### src/rtl/mdio_slave_regs.sv
// mdio_slave_regs: Clause-22 MDIO responder (PHY side) with a small 16-bit
// register file. MDC/MDIO are oversampled in the clk domain; bits are sampled
// on synchronized MDC rising edges and MDIO is driven on MDC falling edges.
// Register 0 is a read-only ID; registers 1..NUM_REGS-1 are read/write.
// Optional build macro: MDIO_SLAVE_PREAMBLE_SUPPRESS_EN -- after a completed
// frame addressed to PHY_ADDR the next frame may start without preamble.
module mdio_slave_regs #(
  parameter logic [4:0]  PHY_ADDR     = 5'h01,
  parameter int          NUM_REGS     = 8,
  parameter logic [15:0] ID_VALUE     = 16'h1234,
  parameter int          MIN_PREAMBLE = 32
) (
  input  logic        clk,
  input  logic        rst_n,
  input  logic        mdc,
  input  logic        mdio_i,
  output logic        mdio_o,
  output logic        mdio_oe,
  output logic        reg_wr_valid,
  output logic [4:0]  reg_wr_addr,
  output logic [15:0] reg_wr_data,
  output logic        busy
);

  localparam int            PW       = $clog2(MIN_PREAMBLE + 1);
  localparam logic [PW-1:0] PRE_FULL = PW'(MIN_PREAMBLE);

  typedef enum logic [2:0] {
    S_PRE, S_ST, S_OP, S_PHY, S_REG, S_TA, S_DATA
  } state_t;

  state_t        state_q, state_d;
  logic [PW-1:0] pre_q, pre_d;
  logic [3:0]    bit_q, bit_d;

  logic mdc_meta_q, mdc_sync_q, mdc_prev_q;
  logic mdio_meta_q, mdio_sync_q;
  logic mdc_rise, mdc_fall, bit_in;

  logic [14:0] shift_q;
  logic        is_rd_q, match_q;
  logic [4:0]  regad_q;
  logic [15:0] regs_q [1:NUM_REGS-1];
  logic        wr_valid_q;
  logic [4:0]  wr_addr_q;
  logic [15:0] wr_data_q;

  logic        rd_act_q;
  logic [4:0]  drv_q;
  logic [15:0] rd_sh_q;
  logic        mdio_o_q, mdio_oe_q;

  logic        frame_end, last_regad, wr_fire, addr_mapped;
  logic [15:0] wr_word, rd_word;

  // Two-flop synchronizers for MDC/MDIO plus one MDC history flop for edges
  always_ff @(posedge clk or negedge rst_n) begin
    if (!rst_n) begin
      mdc_meta_q  <= 1'b0;
      mdc_sync_q  <= 1'b0;
      mdc_prev_q  <= 1'b0;
      mdio_meta_q <= 1'b0;
      mdio_sync_q <= 1'b0;
    end else begin
      mdc_meta_q  <= mdc;
      mdc_sync_q  <= mdc_meta_q;
      mdc_prev_q  <= mdc_sync_q;
      mdio_meta_q <= mdio_i;
      mdio_sync_q <= mdio_meta_q;
    end
  end

  assign mdc_rise = mdc_sync_q & ~mdc_prev_q;
  assign mdc_fall = ~mdc_sync_q & mdc_prev_q;
  // MDIO has the same synchronizer depth as MDC, so it is aligned to mdc_rise
  assign bit_in   = mdio_sync_q;

  assign frame_end  = mdc_rise && (state_q == S_DATA) && (bit_q == 4'd15);
  assign last_regad = mdc_rise && (state_q == S_REG) && (bit_q == 4'd4);
  assign wr_word    = {shift_q, bit_in};
  assign wr_fire    = frame_end && !is_rd_q && match_q && addr_mapped &&
                      (regad_q != 5'd0);

  // Frame FSM state, bit counter and preamble counter registers
  always_ff @(posedge clk or negedge rst_n) begin
    if (!rst_n) begin
      state_q <= S_PRE;
      pre_q   <= '0;
      bit_q   <= '0;
    end else begin
      state_q <= state_d;
      pre_q   <= pre_d;
      bit_q   <= bit_d;
    end
  end

  // Field sequencing: each field advances only on a sampled MDC rising edge
  always_comb begin
    state_d = state_q;
    pre_d   = pre_q;
    bit_d   = bit_q;
    if (mdc_rise) begin
      case (state_q)
        S_PRE: begin
          if (bit_in) begin
            if (pre_q != PRE_FULL) pre_d = pre_q + 1'b1;
          end else if (pre_q == PRE_FULL) begin
            state_d = S_ST;
            pre_d   = '0;
          end else begin
            pre_d = '0;
          end
        end
        S_ST: begin
          if (bit_in) begin
            state_d = S_OP;
            bit_d   = '0;
          end else begin
            state_d = S_PRE;
          end
        end
        S_OP: begin
          if (bit_q == 4'd0) begin
            bit_d = 4'd1;
          end else if (shift_q[0] != bit_in) begin
            state_d = S_PHY;
            bit_d   = '0;
          end else begin
            state_d = S_PRE;
          end
        end
        S_PHY: begin
          if (bit_q == 4'd4) begin
            state_d = S_REG;
            bit_d   = '0;
          end else begin
            bit_d = bit_q + 1'b1;
          end
        end
        S_REG: begin
          if (bit_q == 4'd4) begin
            state_d = S_TA;
            bit_d   = '0;
          end else begin
            bit_d = bit_q + 1'b1;
          end
        end
        S_TA: begin
          if (bit_q == 4'd1) begin
            state_d = S_DATA;
            bit_d   = '0;
          end else begin
            bit_d = bit_q + 1'b1;
          end
        end
        S_DATA: begin
          if (bit_q == 4'd15) begin
            state_d = S_PRE;
            pre_d   = '0;
`ifdef MDIO_SLAVE_PREAMBLE_SUPPRESS_EN
            if (match_q) pre_d = PRE_FULL;
`endif
          end else begin
            bit_d = bit_q + 1'b1;
          end
        end
        default: state_d = S_PRE;
      endcase
    end
  end

  // Register-file lookup; also tells whether an address is mapped for writes
  always_comb begin
    rd_word     = '0;
    addr_mapped = 1'b0;
    if (regad_q == 5'd0) begin
      rd_word     = ID_VALUE;
      addr_mapped = 1'b1;
    end
    for (int i = 1; i < NUM_REGS; i++) begin
      if (regad_q == i[4:0]) begin
        rd_word     = regs_q[i];
        addr_mapped = 1'b1;
      end
    end
  end

  // Shift in frame bits, latch OP/PHYAD/REGAD, commit writes and flag them
  always_ff @(posedge clk or negedge rst_n) begin
    if (!rst_n) begin
      shift_q    <= '0;
      is_rd_q    <= 1'b0;
      match_q    <= 1'b0;
      regad_q    <= '0;
      wr_valid_q <= 1'b0;
      wr_addr_q  <= '0;
      wr_data_q  <= '0;
      for (int i = 1; i < NUM_REGS; i++) regs_q[i] <= '0;
    end else begin
      wr_valid_q <= 1'b0;
      if (mdc_rise) begin
        shift_q <= {shift_q[13:0], bit_in};
        if (state_q == S_OP && bit_q == 4'd1) is_rd_q <= shift_q[0] & ~bit_in;
        if (state_q == S_PHY && bit_q == 4'd4)
          match_q <= ({shift_q[3:0], bit_in} == PHY_ADDR);
        if (last_regad) regad_q <= {shift_q[3:0], bit_in};
      end
      if (wr_fire) begin
        for (int i = 1; i < NUM_REGS; i++) begin
          if (regad_q == i[4:0]) regs_q[i] <= wr_word;
        end
        wr_valid_q <= 1'b1;
        wr_addr_q  <= regad_q;
        wr_data_q  <= wr_word;
      end
    end
  end

  // Read drive sequence on MDC falls: TA Z, TA 0 (load data), D15..D0, release
  always_ff @(posedge clk or negedge rst_n) begin
    if (!rst_n) begin
      rd_act_q  <= 1'b0;
      drv_q     <= '0;
      rd_sh_q   <= '0;
      mdio_o_q  <= 1'b0;
      mdio_oe_q <= 1'b0;
    end else if (last_regad && is_rd_q && match_q) begin
      rd_act_q <= 1'b1;
      drv_q    <= '0;
    end else if (mdc_fall && rd_act_q) begin
      drv_q <= drv_q + 1'b1;
      if (drv_q == 5'd1) begin
        mdio_oe_q <= 1'b1;
        mdio_o_q  <= 1'b0;
        rd_sh_q   <= rd_word;
      end else if (drv_q >= 5'd2 && drv_q <= 5'd17) begin
        mdio_o_q <= rd_sh_q[15];
        rd_sh_q  <= {rd_sh_q[14:0], 1'b0};
      end else if (drv_q == 5'd18) begin
        mdio_oe_q <= 1'b0;
        mdio_o_q  <= 1'b0;
        rd_act_q  <= 1'b0;
      end
    end
  end

  assign mdio_o       = mdio_o_q;
  assign mdio_oe      = mdio_oe_q;
  assign reg_wr_valid = wr_valid_q;
  assign reg_wr_addr  = wr_addr_q;
  assign reg_wr_data  = wr_data_q;
  assign busy         = (state_q != S_PRE);

endmodule
### config.mk
export PLATFORM = sky130hd
export DESIGN_NAME = mdio_slave_regs
export DESIGN_NICKNAME = d
export VERILOG_FILES = /design/src/rtl/mdio_slave_regs.sv
export SDC_FILE = /design/constraint.sdc
export NUM_CORES = 1
export LEC_CHECK = 0
export BUFFER_PORTS_ARGS = -buffer_cell sky130_fd_sc_hd__buf_2
export CAP_MARGIN = 20
export CORE_MARGIN = 4
export CORE_UTILIZATION = 47
export DETAILED_ROUTE_END_ITERATION = 12
export HOLD_SLACK_MARGIN = 0.03
export SYNTH_ARGS = -nofsm -noshare
export SYNTH_HDL_FRONTEND = slang
export SYNTH_SLANG_ARGS = --single-unit
### constraint.sdc
create_clock -name clk -period 6.2 [get_ports clk]
set_input_delay 1.24 -clock clk [delete_from_list [all_inputs] [get_ports clk]]
set_output_delay 1.24 -clock clk [all_outputs]
set_load 0.1 [all_outputs]
**After elaboration in Yosys (flattened, before gate mapping)**

Cells that the tools add are included.

- Flip-flop bits (word level): 198
- Output and inout bits: 25
- Input port bits: 4
- Logic and storage cells: 170

- $add $sub $neg: 3
- Eq/ne operators: 36
- Reduce and logical (&&, ||, !) cells: 45
- Magnitude comparators: 2
- Bitwise operators: 7
- Mux-type cells: 50

Operators by type and width:

| operator | count |
|---|---|
| 16-bit two-way mux | 9 |
| 4-bit two-way mux | 6 |
| 3-bit two-way mux | 7 |
| 3-bit case mux with 7 select lines | 1 |
| 5-bit by 3-bit == test with 1-bit output (second input constant) | 4 |
| 2-bit != test (second input constant) | 10 |
| 4-bit case mux with 5 select lines | 1 |
| 2-bit AND reduction | 10 |
| 6-bit two-way mux | 3 |
| 1-bit two-way mux | 17 |
| 5-bit by 1-bit == test with 1-bit output (second input constant) | 3 |
| 1-bit logical AND | 14 |
| 13-bit two-way mux | 1 |
| 6-bit case mux with 2 select lines | 1 |
| 4-bit AND reduction | 3 |
| 5-bit by 2-bit == test with 1-bit output (second input constant) | 2 |
| 5-bit two-way mux | 2 |
| 2-bit nonzero test | 5 |
| 5-bit nonzero test | 2 |
| 3-bit == test (second input constant) | 3 |
| 8-bit AND reduction | 1 |
| 6-bit by 1-bit adder with 6-bit output (second input constant) | 1 |
| 3-bit by 2-bit == test with 1-bit output (second input constant) | 2 |
| 6-bit == test (second input constant) | 1 |
| other kinds (24) | 34 |

**Depth between registers and ports, before layout**

- Depth in word-level cells: 12
- Mapped depth: 9

**Least setup slack after synthesis**

Ideal clock, no wire load.

- Kind: register to register
- From: reg regad_q[4]
- To: reg regs_q[105] in the netlist's numbering
- Slack: 3761 ps
- Required time: 6075 ps
- Buffers on the path: 4
- Stages on the path, launching flop included: 9
- Data arrival time: 2314 ps
- Period minus slack after synthesis: 2439 ps
- Cell sequence: dfrtp_1 buf_6 or2_4 or4_1 buf_2 or3_1 buf_6 buf_6 mux2_4

- Cells in the longest elaborated chain, start to end: 12
- Elaborated cells on any way between the ends: 20
- Classes of those cells: 7 x eq/ne; 8 x mux; 5 x reduce/logical

RTL lines:

| what | RTL line | text |
|---|---|---|
| from (decl) | 42 | `logic [4:0] regad_q;` |
| from (signal assigned) | 206 | `if (last_regad) regad_q <= {shift_q[3:0], bit_in};` |
| 5-bit logical NOT | 176 | `if (regad_q == 5'd0) begin` |
| 1-bit two-way mux | 176 |  |
| 1-bit two-way mux (7 in a row) | 181 | `if (regad_q == i[4:0]) begin` |
| 1-bit logical AND (2 in a row) | 81 | `assign wr_fire = frame_end && !is_rd_q && match_q && addr_mapped &&` |
| 2-bit AND reduction (no source line) (*) | n/a |  |
| to (signal, indexed assignment) | 210 | `if (regad_q == i[4:0]) regs_q[i] <= wr_word;` |
| to (decl) | 43 | `logic [15:0] regs_q [1:NUM_REGS-1];` |

Mark *: on every way between the ends. The rest lies on a longest branch, timed or not.
A chain may end at the register's enable or synchronous reset.

**Worst setup path in the final report**

- From: reg regad_q[4]
- To: reg regs_q[90] in the netlist's numbering

Same word-level chain as after synthesis.

==> results.toml <==
[layout]
n_antenna_cell = 0
fin_cells = 1054
nets = 790
multi_input_area_mm2 = 0.00413
regArea_mm2 = 0.00495
drive_above_1_share = 0.298
fill_cells = 1683
final_area_mm2 = 0.0104
synthToLayoutAreaGrowth_pct = 10.3

[drt]
drtPass1Iterations = 6
routed_wirelength_um = 22300
via_per_inst = 5.93
drt_iter0_drc = 425
num_vias = 6252
wl_per_cell_um = 21.1
antenna_left = 0
drc = 0

[synthesis]
synth_edf_count = 0
synthesis.area_mm2 = 0.00939
synth_warnings = 0
synthArstFlopShare = 1.00
postSynthAreaPerCell_um2 = 12.1
yosysUniqueCellTypes = 64
synth.largest_area_cell = "dfrtp_1"
synth.area.top_cells = "dfrtp_1, mux2_2, o21ai_0"
syn_nets = 792
netlist_instances = 778
synth_top_area_share = 0.528
synth-seq-cells = 198
ys_seq_area_frac = 0.528
synth_flop_cell = "dfrtp_1"

[global_routing]
grtUsageTotal = 0.206
antenna_found_initial = 0
grt_util_met3 = 0.0352
grtUsageMet2 = 0.320
grt_max_degree = 126
grt_use_met1 = 0.301
grt_pass1_vias = 6394
grt_pass1_wl_um = 35600
overflow = 0
grt-busiest-layer = "met2"

[placed_design]
gp_congestion = 0.831
numPortBuffers = 28
dp_hpwl_um = 13900
place_area_mm2 = 0.00970
placed_cells = 1021

[die]
coreArea_mm2 = 0.0195
die_area_mm2 = 0.0223
start_util = 0.481
die_w_um = 149
die_h_um = 149
row_count = 51
io_pins = 29

[critical_path]
crit_type = "register to register"
critPathArrivalTime_ns = 3.31
critPathCaptureType = "register"
reg2regPathDepth = 4
cp.required_ns = 6.51
cp_max_fo = 18
cp-start-kind = "register"

[clocking]
cts_tree = "yes"
cts_sinks = 198
clk_latency_ns = 0.43
post-cts-setup-buffers = 0
cts_hold_buffers = 0
cts_resized = 0
htreeDepth = 4
cts_buffers = 17
cts_buffer_depth = 2
clkSlewWorstSetupHoldPaths_ns = 0.07
cts-root-buf = "clkbuf_16"

[timing]
relSlewSlack = 0.281
finalHoldViolCount = 0
tns_ns = 0
fmax_mhz = 334
setup-violations-final = 0
fin_crit_ns = 2.99
grt_setup_unrepaired = "false"
period_share = 0.483
fin_skew_ns = 0.00807
slew_violations = 0
tightest_slew_ns = 1.08

[pwr]
irDropWorstVdd_v = 0.000204
power.leakage_nw = 4.84
powerDensity_mw_per_mm2 = 267

[min_path]
holdCritPathClass = "register to register"
min_path_cells = 0

[outcome]
status = "finished, final reports clean"

[flow_run]
drv_cap = 0
## routing by layer
metal	part of all wire	up-vias	routed length, um
li1	-	2854	-
met1	0.48	3225	10700
met2	0.47	154	10500
met3	0.039	19	876
met4	0.012	0	269
met5	0	-	0
## final timing paths
check	from	to	slack (ns)
setup / recovery	regad_q[4]	regs_q[90]	3.21
hold / removal	mdc_meta_q	mdc_sync_q	0.35
setup reg to reg	regad_q[4]	regs_q[90]	3.21
hold reg to reg	mdc_meta_q	mdc_sync_q	0.35
max in group asynchronous	rst_n	regs_q[10]	4.32
min in group asynchronous	rst_n	drv_q[0]	0.95
## cell type report
| class | instances | share of cell area |
|---|---|---|
| multi-input cells | 509 | 0.399 |
| clock inverters | 10 | 0.0162 |
| flip-flops and latches | 198 | 0.478 |
| inverters | 8 | 0.00290 |
| well taps | 265 | 0.0320 |
| clock buffers | 22 | 0.0458 |
| repair buffers | 42 | 0.0262 |
## state kept, by name (all words and copies together) (netlist names), 5 cells and up
signal / cells
drv_q: 5
pre_q: 6
rd_sh_q: 16
reg_wr_addr: 5
reg_wr_data: 16
regad_q: 5
regs_q: 112
shift_q: 15
## report_power, final
part | switching [mW] | internal [mW]
clock | 0.492 | 0.713
sequential | 0.136 | 1.33
combinational | 0.0473 | 0.0466
## logic make-up after synthesis
group	after synthesis	synth area share
adders and majority gates	10	0.0133
and+or+nand+nor	171	0.107
buffers and inverters	71	0.0342
muxes	164	0.199
AOI/OAI and AO/OA	160	0.115
xor gates and xnor gates	4	0.00373
DFF	198	0.528
## cells in the mapped netlist, types with 10 or more instances
library cell and number:
a2111oi_0 10, a211oi_1 22, a21oi_1 20, buf_1 14, clkbuf_1 37, dfrtp_1 198, ha_1 10, mux2_2 135
mux2_4 12, mux2i_1 15, nand2_1 32, nand2b_1 10, nand3_1 12, nand3b_1 26, nor2_1 21, nor2b_1 17
o211ai_1 14, o21ai_0 41, o22a_1 10, o22ai_1 14
## cell usage in the layout, fill, tap and decap left out, drive strengths merged, types with 12 or more instances in the layout
cell type and n:
nand2 33, dfrtp 198, nor2 22, o22ai 14, clkbuf 23, a211oi 22, o211ai 14, nand3 12
nor2b 17, a21oi 20, o21ai 42, mux2i 15, buf 41, nand3b 26, mux2 149
## worst max-delay path, stage by stage, from the launching register on
cell,delay [ns]
dfrtp_1,0.47
or2_4,0.39
or4_1,0.70
or3_1,0.84
mux2_4,0.46
## per-stage QoR
stage               setup slack [ns]  hold slack (ns)  utilization  power, mW
finish                          3.21            0.351        0.531       2.77
global route                    3.03            0.361        0.531       2.87
CTS                             3.20            0.353        0.530       2.78
detailed placement              3.21            0.349        0.497       1.59
global placement                3.05            0.338        0.497       1.58
floorplan                       3.76            0.331            -       1.50
Note: power is estimated with default switching activity, not from simulation.
